**src/rtl/mux_scan_sequencer.sv**
```systemverilog
// Purpose: round-robin scan of a 16-input mux over the enabled mask bits, capturing MuxOut per input.
// Latency: Start -> Enable for DwellCycles cycles -> DataValid; one sample every DwellCycles+1 cycles.
// Backpressure: a sample is held stable in OUTPUT until DataValid & DataReady; no new select meanwhile.
module mux_scan_sequencer #(
   parameter int NrOfBits    = 32,
   parameter int DwellCycles = 1
) (
   input  logic                Clock,
   input  logic                Reset,
   input  logic                Start,
   input  logic                Stop,
   input  logic [15:0]         Mask,
   input  logic [NrOfBits-1:0] MuxData,
   output logic [3:0]          Sel,
   output logic                Enable,
   output logic [NrOfBits-1:0] Data,
   output logic [3:0]          DataIdx,
   output logic                DataValid,
   input  logic                DataReady,
   output logic                Busy
);

   localparam logic [1:0] IDLE   = 2'd0;
   localparam logic [1:0] SELECT = 2'd1;
   localparam logic [1:0] OUTPUT = 2'd2;

   localparam logic [3:0] LAST_DWELL = 4'(DwellCycles - 1);

   logic [1:0] state;
   logic [3:0] ptr;
   logic [3:0] dwell_cnt;
   logic [3:0] nxt_idx;
   logic       stop_pending;
   logic       handshake;
   logic       mask_any;

   assign handshake = DataValid & DataReady;
   assign mask_any  = |Mask;
   assign Enable    = (state == SELECT);
   assign Busy      = (state != IDLE);

   // Next index: first set mask bit searching circularly from ptr+1 round to ptr itself.
   // Walking k downwards lets the smallest distance win without a found flag.
   always_comb begin
      nxt_idx = ptr;
      for (int k = 16; k >= 1; k--) begin
         if (Mask[ptr + 4'(k)]) begin
            nxt_idx = ptr + 4'(k);
         end
      end
   end

   // Scan state machine: select/dwell, capture, hold for handshake, then advance or stop.
   always_ff @(posedge Clock) begin
      if (Reset) begin
         state        <= IDLE;
         Sel          <= 4'd0;
         Data         <= '0;
         DataIdx      <= 4'd0;
         DataValid    <= 1'b0;
         ptr          <= 4'hF;
         dwell_cnt    <= 4'd0;
         stop_pending <= 1'b0;
      end else begin
         case (state)
            IDLE: begin
               // An empty mask has nothing to scan, so Start is dropped.
               if (Start && mask_any) begin
                  Sel          <= nxt_idx;
                  dwell_cnt    <= 4'd0;
                  stop_pending <= Stop;
                  state        <= SELECT;
               end
            end
            SELECT: begin
               if (Stop) begin
                  stop_pending <= 1'b1;
               end
               if (dwell_cnt == LAST_DWELL) begin
                  Data      <= MuxData;
                  DataIdx   <= Sel;
                  DataValid <= 1'b1;
                  ptr       <= Sel;
                  state     <= OUTPUT;
               end else begin
                  dwell_cnt <= dwell_cnt + 4'd1;
               end
            end
            OUTPUT: begin
               if (Stop) begin
                  stop_pending <= 1'b1;
               end
               if (handshake) begin
                  DataValid <= 1'b0;
                  // A Stop arriving on the handshake cycle itself also ends the scan.
                  if (stop_pending || Stop || !mask_any) begin
                     stop_pending <= 1'b0;
                     state        <= IDLE;
                  end else begin
                     Sel       <= nxt_idx;
                     dwell_cnt <= 4'd0;
                     state     <= SELECT;
                  end
               end
            end
            default: begin
               state <= IDLE;
            end
         endcase
      end
   end

endmodule

```
**config.mk**
```make
export PLATFORM = sky130hd
export DESIGN_NAME = mux_scan_sequencer
export DESIGN_NICKNAME = d
export VERILOG_FILES = /design/src/rtl/mux_scan_sequencer.sv
export SDC_FILE = /design/constraint.sdc
export NUM_CORES = 1
export LEC_CHECK = 0
export BUFFER_PORTS_ARGS = -buffer_cell sky130_fd_sc_hd__buf_2
export CORE_MARGIN = 1.5
export CORE_UTILIZATION = 55
export CTS_CLUSTER_SIZE = 40
export DETAILED_ROUTE_END_ITERATION = 6
export HOLD_SLACK_MARGIN = 0.12
export PLACE_DENSITY = 0.81
export SETUP_SLACK_MARGIN = 0.4
export SYNTH_ARGS = -nofsm -noshare
export SYNTH_HDL_FRONTEND = slang
export SYNTH_SLANG_ARGS = --single-unit
```
**constraint.sdc**
```tcl
create_clock -name Clock -period 8.2 [get_ports Clock]
set_input_delay 0.82 -clock Clock [delete_from_list [all_inputs] [get_ports Clock]]
set_output_delay 0.82 -clock Clock [all_outputs]
set_load 0.01 [all_outputs]
```
==> run_results.csv <==
group,metric,value,unit
status,status,"complete, no violations",
yosys,synth-seq-cells,52,
critical_path,arrival,4160,ps
yosys,synth_most_common_cell,"nand2_1",
cells_and_area,antenna_cells,0,
sta,hold_slack,457,ps
power,switching_share,51.5,%
die,die_width,90.9,microns
yosys,syn_inst,474,
global_route,grt_max_degree,51,
die,initial_utilization,57.6,%
sta,period_share,48.6,%
yosys,syn-mean-instance-area,8.96,sq um
clock_tree,clkSlewWorstSetupHoldPaths,110,ps
sta,rsz0062_at_grt,"no",
clock_tree,postCtsSetupBuffers,0,
yosys,yosys.area.top_type,"dfxtp_1",
clock_tree,cts-root-buf,"clkbuf_8",
routing,wl_per_cell,18.2,microns
power,total_power,0.00226,W
critical_path,crit_chain,"clkinv_1, ha_1, a21oi_2, xnor2_1, mux4_2, a211oi_1, o211ai_1, nor4_2, o32ai_2",
global_route,grt_usage,28.8,%
power,powerDensity,470,nW/um^2
critical_path,crit_path_max_fanout,20,
sta,finalHoldViolCount,0,
clock_tree,ctsHoldBuffers,0,
critical_path,cp.required,8370,ps
critical_path,critPathSlowestCell,"dfxtp_1",
sta,setup-violations-final,0,
routing,postRouteAntennaNets,0,
sta,max_freq,251,MHz
critical_path,r2r-start,"ptr[2]$_SDFFE_PP1P_",
critical_path,cp-end-kind,"flop",
die,coreArea,7370,sq um
yosys,syn_area,4250,sq um
yosys,yosys_warnings,0,
yosys,yosysTopAreaCellShare,24.5,%
critical_path,cp_num_buf_inv,1,
yosys,ys_seq_area_share,24.5,%
critical_path,cpPeakStageDelay,890,ps
routing,routed_wl,11800,microns
critical_path,crit_type,"flop to flop",
cells_and_area,fin_util,65.2,%
critical_path,cp_top_family,"flip-flops",
yosys,synthTopCellsByCount,"93 x nand2_1, 59 x a21oi_1, 52 x dfxtp_1",
yosys,ys.flop_type,"dfxtp_1",
power,p_seq_share,15.9,%
cells_and_area,final_nets,618,
power,p_clk_share,8.2,%
clock_tree,cts_tree,"built",
min_path,hp-start,"Data[17]$_SDFFE_PP0P_",
routing,drc,0,
yosys,synth-edff-count,0,
power,vdd_drop_max,0.000278,V
cells_and_area,layout-drive-gt1-share,27.8,%
power,p_leak,2.03,nW
min_path,min_path_type,"flop to flop",
global_route,antenna_found_initial,0,
critical_path,cp-start-kind,"flop",
flow_run,drv_cap,0,
clock_tree,clockBufferDepth,2,
die,die-area,8260,sq um
placement,place_inst,644,
sta,fin_skew,8.29,ps
clock_tree,clock_sinks,52,
clock_tree,numCtsBuffers,5,
cells_and_area,syn2layout_area_growth,13.1,%
clock_tree,cts_resized,0,
yosys,synth_cell_types,70,
sta,min_period,3980,ps
placement,place.gp.congestion,1.02,
routing,first_pass_iters,6,
die,ios,96,
clock_tree,cts_max_level,2,
yosys,syn_nets,540,
global_route,gr-total-overflow,0,
global_route,grt_pass1_vias,3934,
cells_and_area,fin_cells,652,
yosys,yosys-top-cells-area,"dfxtp_1 25%, mux4_2 13%, nand2_1 8.2%",
routing,drtIter0Drc,455,
die,die_h,90.9,microns
die,rows,31,
critical_path,startpoint,"ptr[2]$_SDFFE_PP1P_",
placement,post-dp-hpwl,8740,microns
power,p_int,0.00109,W
power,p_comb_share,76.0,%
sta,timing.final.max_slew_violations,0,
routing,routed_via_density,6.43,
yosys,async_reset_ff_share,0,%
global_route,grt_pass1_wl,19500,microns
sta,finalSetupTns,0,ps
sta,slew_headroom,19.2,%
routing,vias,4195,
placement,portBuffers,95,
power,p_sw,0.00116,W
clock_tree,clock_latency,310,ps
sta,tightest_slew,1210,ps
==> sequential cells by signal, indices dropped and copies added (netlist names) <==
| signal | count |
|---|---|
| Data | 32 |
| DataIdx | 4 |
| DataValid | 1 |
| Sel | 4 |
| dwell_cnt | 4 |
| ptr | 4 |
| state | 2 |
| stop_pending | 1 |
==> metal layers <==
metal	vias to the layer above	GRT usage, %	wire length [microns]
met4	0	9.11	257
met5	-	0	0
li1	1936	-	-
met2	222	46.1	5680
met1	1999	39.2	4960
met3	38	5.64	941
==> stage by stage <==
| step | area (sq um) | setup WS (ps) |
|---|---|---|
| after detailed placement | 4690 | 4270 |
| after CTS | 4800 | 4260 |
| after global routing | 4800 | 3990 |
| after global placement | 4690 | 4320 |
| after floorplan | 4250 | 4980 |
| final | 4800 | 4220 |
==> cell families (layout without fill, tap and decap cells) <==
family | Yosys count | count (layout) | synth area share (%)
adder cells (fa/ha/maj) | 13 | 13 | 3.83
multiplexers | 65 | 65 | 25.7
XOR/XNOR | 11 | 11 | 3.15
AND/OR/NAND/NOR | 169 | 169 | 18.1
AO/OA/AOI/OAI | 123 | 123 | 19.1
flip-flops | 52 | 52 | 24.5
buffers and inverters | 41 | 120 | 5.57
==> final timing paths <==
check                               end  slack (ps)  cells past startpoint
setup / recovery    Sel[2]$_SDFFE_PP0P_        4220                      9
hold reg to reg   Data[17]$_SDFFE_PP0P_         460                      2
hold / removal    Data[17]$_SDFFE_PP0P_         460                      2
setup reg to reg    Sel[2]$_SDFFE_PP0P_        4220                      9
==> layout by cell type (no fill, tap or decap), types with 3 or more instances in the layout <==
master,n
and3_1,3
nand2_1,93
clkbuf_8,5
nor3_1,3
a211oi_1,6
nand2b_1,3
nand3_1,9
a21oi_1,59
nor4_1,5
o221ai_1,4
xnor2_1,3
a221oi_1,4
a21o_1,4
inv_1,11
and2_1,5
buf_2,95
buf_4,4
mux2_2,8
dfxtp_1,52
o211ai_1,8
mux2i_1,23
nor2_1,26
xnor2_2,4
ha_1,13
or4_1,6
xor2_1,3
a31oi_1,5
o21ai_0,6
mux4_1,7
mux4_2,25
nor3b_1,4
nor2b_1,5
a22oi_1,3
==> worst register-to-register path, cell delays in order, from the launching register on <==
cell	delay (ps)
dfxtp_1	890
clkinv_1	540
ha_1	350
a21oi_2	190
xnor2_1	290
mux4_2	690
a211oi_1	260
o211ai_1	180
nor4_2	340
o32ai_2	100
==> cell type report <==
cell class	count	area (sq um)
timing repair buffer	99	505
multi-input combinational	381	2970
sequential	52	1040
clock inverter	3	46.3
inverter	13	48.8
clock buffer	5	68.8
fill	634	2560
tap	99	124
==> power by group through the flow <==
stage	combinational (W)	sequential (W)	clock, W
global route	0.00184	0.000367	0.000197
floorplan	0.00130	0.000374	0
detailed placement	0.00166	0.000364	0
global placement	0.00164	0.000360	0
finish	0.00172	0.000359	0.000184
CTS	0.00167	0.000359	0.000188
No activity file was read; power rests on OpenSTA's default activity.
